## src/rtl/ifetch_decd_pkg.sv

```systemverilog
// Shared MIPS32 definitions for the fetch/decode stage and the main controller:
// decoded-op codes, next-PC selects, opcode/funct values and fetch FSM encoding.
package ifetch_decd_pkg;

    localparam logic [6:0] DOP_NOP  = 7'b0000000;
    localparam logic [6:0] DOP_ADDU = 7'b1000011;
    localparam logic [6:0] DOP_SUBU = 7'b1000111;
    localparam logic [6:0] DOP_ORI  = 7'b0011010;
    localparam logic [6:0] DOP_LW   = 7'b1000110;
    localparam logic [6:0] DOP_SW   = 7'b1010110;
    localparam logic [6:0] DOP_BEQ  = 7'b0001000;
    localparam logic [6:0] DOP_J    = 7'b0000100;

    localparam logic [1:0] NPC_NML = 2'b00;
    localparam logic [1:0] NPC_BEQ = 2'b01;
    localparam logic [1:0] NPC_J   = 2'b10;

    localparam logic [5:0] OP_RTYPE = 6'b000000;
    localparam logic [5:0] OP_ORI   = 6'b001101;
    localparam logic [5:0] OP_LW    = 6'b100011;
    localparam logic [5:0] OP_SW    = 6'b101011;
    localparam logic [5:0] OP_BEQ   = 6'b000100;
    localparam logic [5:0] OP_J     = 6'b000010;

    localparam logic [5:0] FUNCT_ADDU = 6'b100001;
    localparam logic [5:0] FUNCT_SUBU = 6'b100011;

    typedef enum logic [1:0] {
        ST_IDLE = 2'b00,
        ST_REQ  = 2'b01,
        ST_HOLD = 2'b10
    } fetch_state_e;

    // Branch displacement: sign-extended 16-bit word offset scaled to bytes.
    function automatic logic [31:0] br_offset(input logic [15:0] imm);
        return {{14{imm[15]}}, imm, 2'b00};
    endfunction

endpackage

```

## src/rtl/ifetch_decd_if.sv

```systemverilog
// Instruction-memory read port: request/address out, data/ready back.
interface ifetch_decd_if;
    logic        im_req;
    logic [31:0] im_addr;
    logic [31:0] im_rdata;
    logic        im_ready;

    modport master (output im_req, im_addr, input im_rdata, im_ready);
    modport slave  (input im_req, im_addr, output im_rdata, im_ready);
endinterface

```

## src/rtl/ifetch_decd_instr_decode.sv

```systemverilog
// Combinational instruction-word to decoded-op mapping; unknown encodings decode as nop.
module ifetch_decd_instr_decode
    import ifetch_decd_pkg::*;
(
    input  logic [31:0] i_instr,
    output logic [6:0]  o_decd_op
);
    logic [5:0] w_opcode;
    logic [5:0] w_funct;

    assign w_opcode = i_instr[31:26];
    assign w_funct  = i_instr[5:0];

    always_comb begin
        o_decd_op = DOP_NOP;
        case (w_opcode)
            OP_RTYPE: begin
                if (w_funct == FUNCT_ADDU)      o_decd_op = DOP_ADDU;
                else if (w_funct == FUNCT_SUBU) o_decd_op = DOP_SUBU;
            end
            OP_ORI:  o_decd_op = DOP_ORI;
            OP_LW:   o_decd_op = DOP_LW;
            OP_SW:   o_decd_op = DOP_SW;
            OP_BEQ:  o_decd_op = DOP_BEQ;
            OP_J:    o_decd_op = DOP_J;
            default: o_decd_op = DOP_NOP;
        endcase
    end
endmodule

```

## src/rtl/ifetch_decd.sv

```systemverilog
// Fetch/decode stage of the multicycle MIPS32 core: owns the PC, fetches into the IR,
// decodes it, and commits the next PC when the controller ends an instruction.
module ifetch_decd
    import ifetch_decd_pkg::*;
#(
    parameter logic [31:0] RESET_PC = 32'h0000_3000
) (
    input  logic              clk,
    input  logic              clr_n,
    input  logic              fetch_en,
    input  logic              pc_upd,
    input  logic              pc_wr,
    input  logic [1:0]        npc_op,
    input  logic              zero,
    ifetch_decd_if.master     im,
    output logic [31:0]       instr,
    output logic [6:0]        decd_op,
    output logic [31:0]       pc,
    output logic [31:0]       pc_plus4,
    output logic              ir_valid,
    output logic              busy,
    output logic              err
);
    fetch_state_e r_state;
    fetch_state_e w_state_nxt;
    logic [31:0]  r_pc;
    logic [31:0]  r_instr;
    logic [6:0]   r_decd_op;
    logic         r_ir_valid;
    logic         r_err;
    logic [31:0]  w_pc_plus4;
    logic [31:0]  w_npc;
    logic [6:0]   w_decd_op;
    logic         w_load;
    logic         w_upd;
    logic         w_err_set;
    logic         w_commit;

    ifetch_decd_instr_decode u_decode (
        .i_instr   (im.im_rdata),
        .o_decd_op (w_decd_op)
    );

    always_comb begin
        w_state_nxt = r_state;
        w_load      = 1'b0;
        w_upd       = 1'b0;
        w_err_set   = 1'b0;
        case (r_state)
            ST_IDLE: begin
                w_upd = pc_upd;
                if (fetch_en) w_state_nxt = ST_REQ;
            end
            ST_REQ: begin
                // A commit while the bus is busy is a controller bug: drop it and flag it.
                w_err_set = pc_upd;
                if (im.im_ready) begin
                    w_load      = 1'b1;
                    w_state_nxt = ST_HOLD;
                end
            end
            ST_HOLD: begin
                w_upd = pc_upd;
                if (fetch_en)    w_state_nxt = ST_REQ;
                else if (pc_upd) w_state_nxt = ST_IDLE;
            end
            default: w_state_nxt = ST_IDLE;
        endcase
    end

    assign w_commit   = w_upd & pc_wr;
    assign w_pc_plus4 = r_pc + 32'd4;

    always_comb begin
        case (npc_op)
            NPC_BEQ: w_npc = zero ? (w_pc_plus4 + br_offset(r_instr[15:0])) : w_pc_plus4;
            NPC_J:   w_npc = {w_pc_plus4[31:28], r_instr[25:0], 2'b00};
            default: w_npc = w_pc_plus4;
        endcase
        w_npc[1:0] = 2'b00;
    end

    always_ff @(posedge clk or negedge clr_n) begin
        if (!clr_n) begin
            r_state    <= ST_IDLE;
            r_pc       <= RESET_PC;
            r_instr    <= '0;
            r_decd_op  <= DOP_NOP;
            r_ir_valid <= 1'b0;
            r_err      <= 1'b0;
        end else begin
            r_state <= w_state_nxt;
            if (w_commit) r_pc <= w_npc;
            if (w_load) begin
                r_instr   <= im.im_rdata;
                r_decd_op <= w_decd_op;
            end
            if (w_load)     r_ir_valid <= 1'b1;
            else if (w_upd) r_ir_valid <= 1'b0;
            if (w_err_set) r_err <= 1'b1;
        end
    end

    assign im.im_req  = (r_state == ST_REQ);
    assign im.im_addr = r_pc;
    assign busy       = (r_state == ST_REQ);
    assign instr      = r_instr;
    assign decd_op    = r_decd_op;
    assign pc         = r_pc;
    assign pc_plus4   = w_pc_plus4;
    assign ir_valid   = r_ir_valid;
    assign err        = r_err;
endmodule
```

## src/flat_wrapper.sv

```systemverilog
// flat-port wrapper written by rule: the top's interface ports become plain ports
module ifetch_decd_flat import ifetch_decd_pkg::*;
#(
    parameter logic [31:0] RESET_PC = 32'h0000_3000
)
  (clk, clr_n, fetch_en, pc_upd, pc_wr, npc_op, zero, instr, decd_op, pc, pc_plus4, ir_valid, busy, err, im_im_req, im_im_addr, im_im_rdata, im_im_ready);
  ifetch_decd_if im_i ();
  input  logic clk;
  input  logic clr_n;
  input  logic fetch_en;
  input  logic pc_upd;
  input  logic pc_wr;
  input  logic [1:0] npc_op;
  input  logic zero;
  output logic [31:0] instr;
  output logic [6:0] decd_op;
  output logic [31:0] pc;
  output logic [31:0] pc_plus4;
  output logic ir_valid;
  output logic busy;
  output logic err;
  output wire logic [$bits(im_i.im_req)-1:0] im_im_req;
  output wire logic [$bits(im_i.im_addr)-1:0] im_im_addr;
  input wire logic [$bits(im_i.im_rdata)-1:0] im_im_rdata;
  input wire logic [$bits(im_i.im_ready)-1:0] im_im_ready;
  assign im_im_req = im_i.im_req;
  assign im_im_addr = im_i.im_addr;
  assign im_i.im_rdata = im_im_rdata;
  assign im_i.im_ready = im_im_ready;
  ifetch_decd #(.RESET_PC(RESET_PC)) u_core (.clk(clk), .clr_n(clr_n), .fetch_en(fetch_en), .pc_upd(pc_upd), .pc_wr(pc_wr), .npc_op(npc_op), .zero(zero), .im(im_i), .instr(instr), .decd_op(decd_op), .pc(pc), .pc_plus4(pc_plus4), .ir_valid(ir_valid), .busy(busy), .err(err));
endmodule
```

## config.mk

```make
export PLATFORM = sky130hd
export DESIGN_NAME = ifetch_decd_flat
export DESIGN_NICKNAME = d
export VERILOG_FILES = /design/src/rtl/ifetch_decd_pkg.sv /design/src/rtl/ifetch_decd_if.sv /design/src/rtl/ifetch_decd_instr_decode.sv /design/src/rtl/ifetch_decd.sv /design/src/flat_wrapper.sv
export SDC_FILE = /design/constraint.sdc
export NUM_CORES = 1
export LEC_CHECK = 0
export ABC_AREA = 1
export CORE_UTILIZATION = 30
export DETAILED_ROUTE_END_ITERATION = 6
export GPL_ROUTABILITY_DRIVEN = 0
export GPL_TIMING_DRIVEN = 0
export REMOVE_ABC_BUFFERS = 1
export SLEW_MARGIN = 25
export SYNTH_ARGS = -nofsm -noshare
export SYNTH_HDL_FRONTEND = slang
export SYNTH_SLANG_ARGS = --single-unit
```

## constraint.sdc

```tcl
create_clock -name clk -period 3.9 [get_ports clk]
set_clock_uncertainty 0.2 [all_clocks]
set_input_delay 1.17 -clock clk [delete_from_list [all_inputs] [get_ports clk]]
set_output_delay 1.17 -clock clk [all_outputs]
set_load 0.02 [all_outputs]
```

==> flow_summary.yaml <==
drt:
  wl_um: 24400
  drt-pass1-iter-count: 5
  vias: 7523
  route.detailed.drc: 0
  vias_per_cell: 4.71
  ant_nets: 0
  wl_per_cell_um: 15.3
  drt_iter0_drc: 651
sta:
  worst_pin_slew_ns: 0.971
  finalCritPeriodShare_pct: 97.3
  setup_viol: 0
  drv_slew: 0
  period_needed_ns: 3.79
  hold_viol_final: 0
  setup-tns-final_ns: 0
  setup_slack_ns: 0.105
  worst_hold_slack_ns: 0.257
  relSlewSlack_pct: 35.1
  rsz0062_at_grt: "no"
  clock.fmax_mhz: 264
floorplanning:
  die_area_um2: 24100
  initial_core_util_pct: 30.8
  die_w_um: 155
  die_h_um: 155
  core.rowCount: 55
  core_area_um2: 22800
  pin_count: 180
pwr:
  combPwrFrac_pct: 71.0
  p_leak_nw: 4.80
  seq_power_share_pct: 18.9
  p_sw_share_pct: 54.1
  power_frac_clock_pct: 10.1
  switchingPower_mw: 4.68
  p_int_mw: 3.98
  powerDensity_nw_per_um2: 932
  ir_worst_vdd_mv: 0.394
synthesis:
  synth_enable_flop_cells: 0
  synth_warnings: 0
  async_reset_ff_share_pct: 100
  synth-main-ff-cell: "dfrtp_1"
  synth_top_area_cell: "dfrtp_1"
  yosysUniqueCellTypes: 48
  synthCells: 1151
  synth_top_family_by_area: "simple AND/OR/NAND/NOR gates"
  synth_area_leaders: "dfrtp_1, nand2_1, inv_1"
  synthMuxAreaShare_pct: 0
  syn_area_per_cell_um2: 6.12
  ys_seq_area_share_pct: 25.6
  synthAdderAreaFrac_pct: 6.86
  synth_compound_area_share_pct: 13.5
  synthSimpleGateAreaFrac_pct: 37.8
  yosysTopAreaCellShare_pct: 24.9
  netlist_area_um2: 7040
  synthXorXnorAreaFrac_pct: 2.08
  ys_ff_latch: 72
clock_network:
  cts_root_buffer: "clkbuf_16"
  cts_hold_buf: 0
  clk-insertion-delay-late_ns: 0.35
  htreeDepth: 3
  clk_path_buf_depth: 2
  clk_pin_slew_ns: 0.06
  cts_tree: "yes"
  clkSinkCount: 72
  numCtsBuffers: 9
placed_design:
  dp_hpwl_um: 19200
  io_buffer_count: 172
  dpl_worst_slack_ns: -0.173
setup_path:
  crit_arrival_ns: 2.42
  reg2reg_depth: 21
  startpoint_type: "flop"
  critical_path_required_ns: 2.53
  crit_fanout: 6
  critical_path_class: "reg2out"
  crit_path_end_kind: "output pin"
global_routing:
  grt_start_max_net_pins: 43
  groute.usage.overall_pct: 20.6
  grt_antenna_before_repair: 0
  grt_pass1_wl_um: 38400
  grt_pass1_vias: 7106
  gr-total-overflow: 0
cells_and_area:
  diodes: 0
  fin_nets: 1357
  layout-drive-gt1-share_pct: 6.24
  area_delta_synth_final_pct: 32.0
outcome:
  status: "completed"
hold_path:
  hold_path_class: "reg2reg"
  hold_depth: 1
flow_run:
  cap_viol_max_count: 0
sequential cells by signal (all words and copies together) (netlist names):
register           flops
u_core.im.im_addr     30
u_core.err             1
u_core.decd_op         6
u_core.ir_valid        1
u_core.r_state         2
u_core.instr          32
logic make-up after synthesis:
group,after synthesis
AND/OR/NAND/NOR,627
buffers and inverters,225
AO/OA/AOI/OAI,173
flip-flops,72
adder cells (fa/ha/maj),38
XOR/XNOR,15
other,1
worst max-delay path: stages, from the launching register on:
cell	delay [ns]
dfrtp_2	0.42
ha_1	0.21
nand2_2	0.09
nor2_4	0.14
nand2_4	0.09
nor2_8	0.19
nand2_2	0.15
nor2_4	0.15
xor2_4	0.20
inv_1	0.12
clkdlybuf4s15_1	0.31
per-layer routing:
metal | vias to the layer above | track usage [%] | wire length (um)
met2 | 244 | 34.9 | 11400
met1 | 3409 | 27.4 | 11100
met5 | - | 0 | 0
met4 | 0 | 6.02 | 372
met3 | 25 | 2.79 | 1550
li1 | 3845 | - | -
synthesized netlist by cell type, types with 2 or more instances:
cell and n:
nor3_1 5, inv_1 155, dfrtp_1 70, or2_2 2, xor2_1 13, a21oi_1 82, nor3_2 2, nor2_1 80
o21ai_1 14, ha_1 37, buf_4 38, dfstp_2 2, nand2_4 2, o21bai_1 8, nand3_2 2, nand4_2 2
a21o_1 6, nand2_2 9, o21ai_0 46, nor4_1 5, a2bb2oi_1 2, o21a_1 2, nor2_4 6, clkbuf_1 27
o31ai_1 4, nand3_1 64, buf_2 2, nand2_1 425, nand4_1 9, and2_1 3, nor2_2 7, inv_2 2
a21boi_1 3
cell type report:
type                       count  area, um^2
sequential                    72        1810
fill                        2464       13600
multi-input combinational    860        4400
inverter                     158         593
timing repair buffer         177        1790
clock buffer                  12         256
clock inverter                 4        52.6
tap                          313         392
worst paths after layout:
check	startpoint	end	slack [ns]
worst max register to register	u_core.im.im_addr[3]$_DFFE_PN0P_	u_core.im.im_addr[20]$_DFFE_PN0P_	0.24
worst min-delay path	u_core.err$_DFFE_PN0P_	u_core.err$_DFFE_PN0P_	0.26
max in group asynchronous	clr_n	u_core.instr[11]$_DFFE_PN0P_	2.27
min in group asynchronous	clr_n	u_core.err$_DFFE_PN0P_	0.63
worst max-delay path	u_core.im.im_addr[3]$_DFFE_PN0P_	pc_plus4[18]	0.11
worst min register to register	u_core.err$_DFFE_PN0P_	u_core.err$_DFFE_PN0P_	0.26
cells in the final DEF, fill, tap and decap left out, drive strengths merged, types with 6 or more instances in the layout:
| master | Yosys | final |
|---|---|---|
| ha | 37 | 37 |
| o21ai | 60 | 60 |
| a21o | 6 | 6 |
| dlygate4sd2 | 0 | 14 |
| o21bai | 9 | 9 |
| nor3 | 8 | 8 |
| conb | 1 | 7 |
| a21oi | 82 | 82 |
| clkbuf | 27 | 12 |
| nand2 | 436 | 436 |
| nor2 | 94 | 94 |
| buf | 40 | 7 |
| clkdlybuf4s50 | 0 | 150 |
| nand3 | 66 | 66 |
| nand4 | 11 | 11 |
| xor2 | 14 | 14 |
| inv | 157 | 157 |
| dfrtp | 70 | 70 |
power groups by stage:
| stage | clock (mW) | combinational, mW | sequential (mW) |
|---|---|---|---|
| floorplan | 0 | 3.18 | 2.06 |
| global placement | 0 | 6.04 | 1.62 |
| detailed placement | 0 | 6.10 | 1.62 |
| CTS | 0.896 | 6.10 | 1.63 |
| global route | 0.925 | 6.79 | 1.69 |
| finish | 0.875 | 6.15 | 1.63 |
through the flow:
step	power, mW	area, um^2	utilization, %	std cells
after detailed placement	7.72	8850	38.7	1578
after CTS	8.63	9210	40.3	1594
after global placement	7.66	8780	38.4	1575
after floorplan	5.24	6670	-	1090
final	8.66	9300	40.7	1596
after global routing	9.40	9300	40.7	1596
what timing repair did:
action	CTS	global route
endpoints found under the setup margin	17	19
buffers inserted	0	2
gates resized for setup	26	15
cloned	0	0
(Power assumes the default switching activity.)
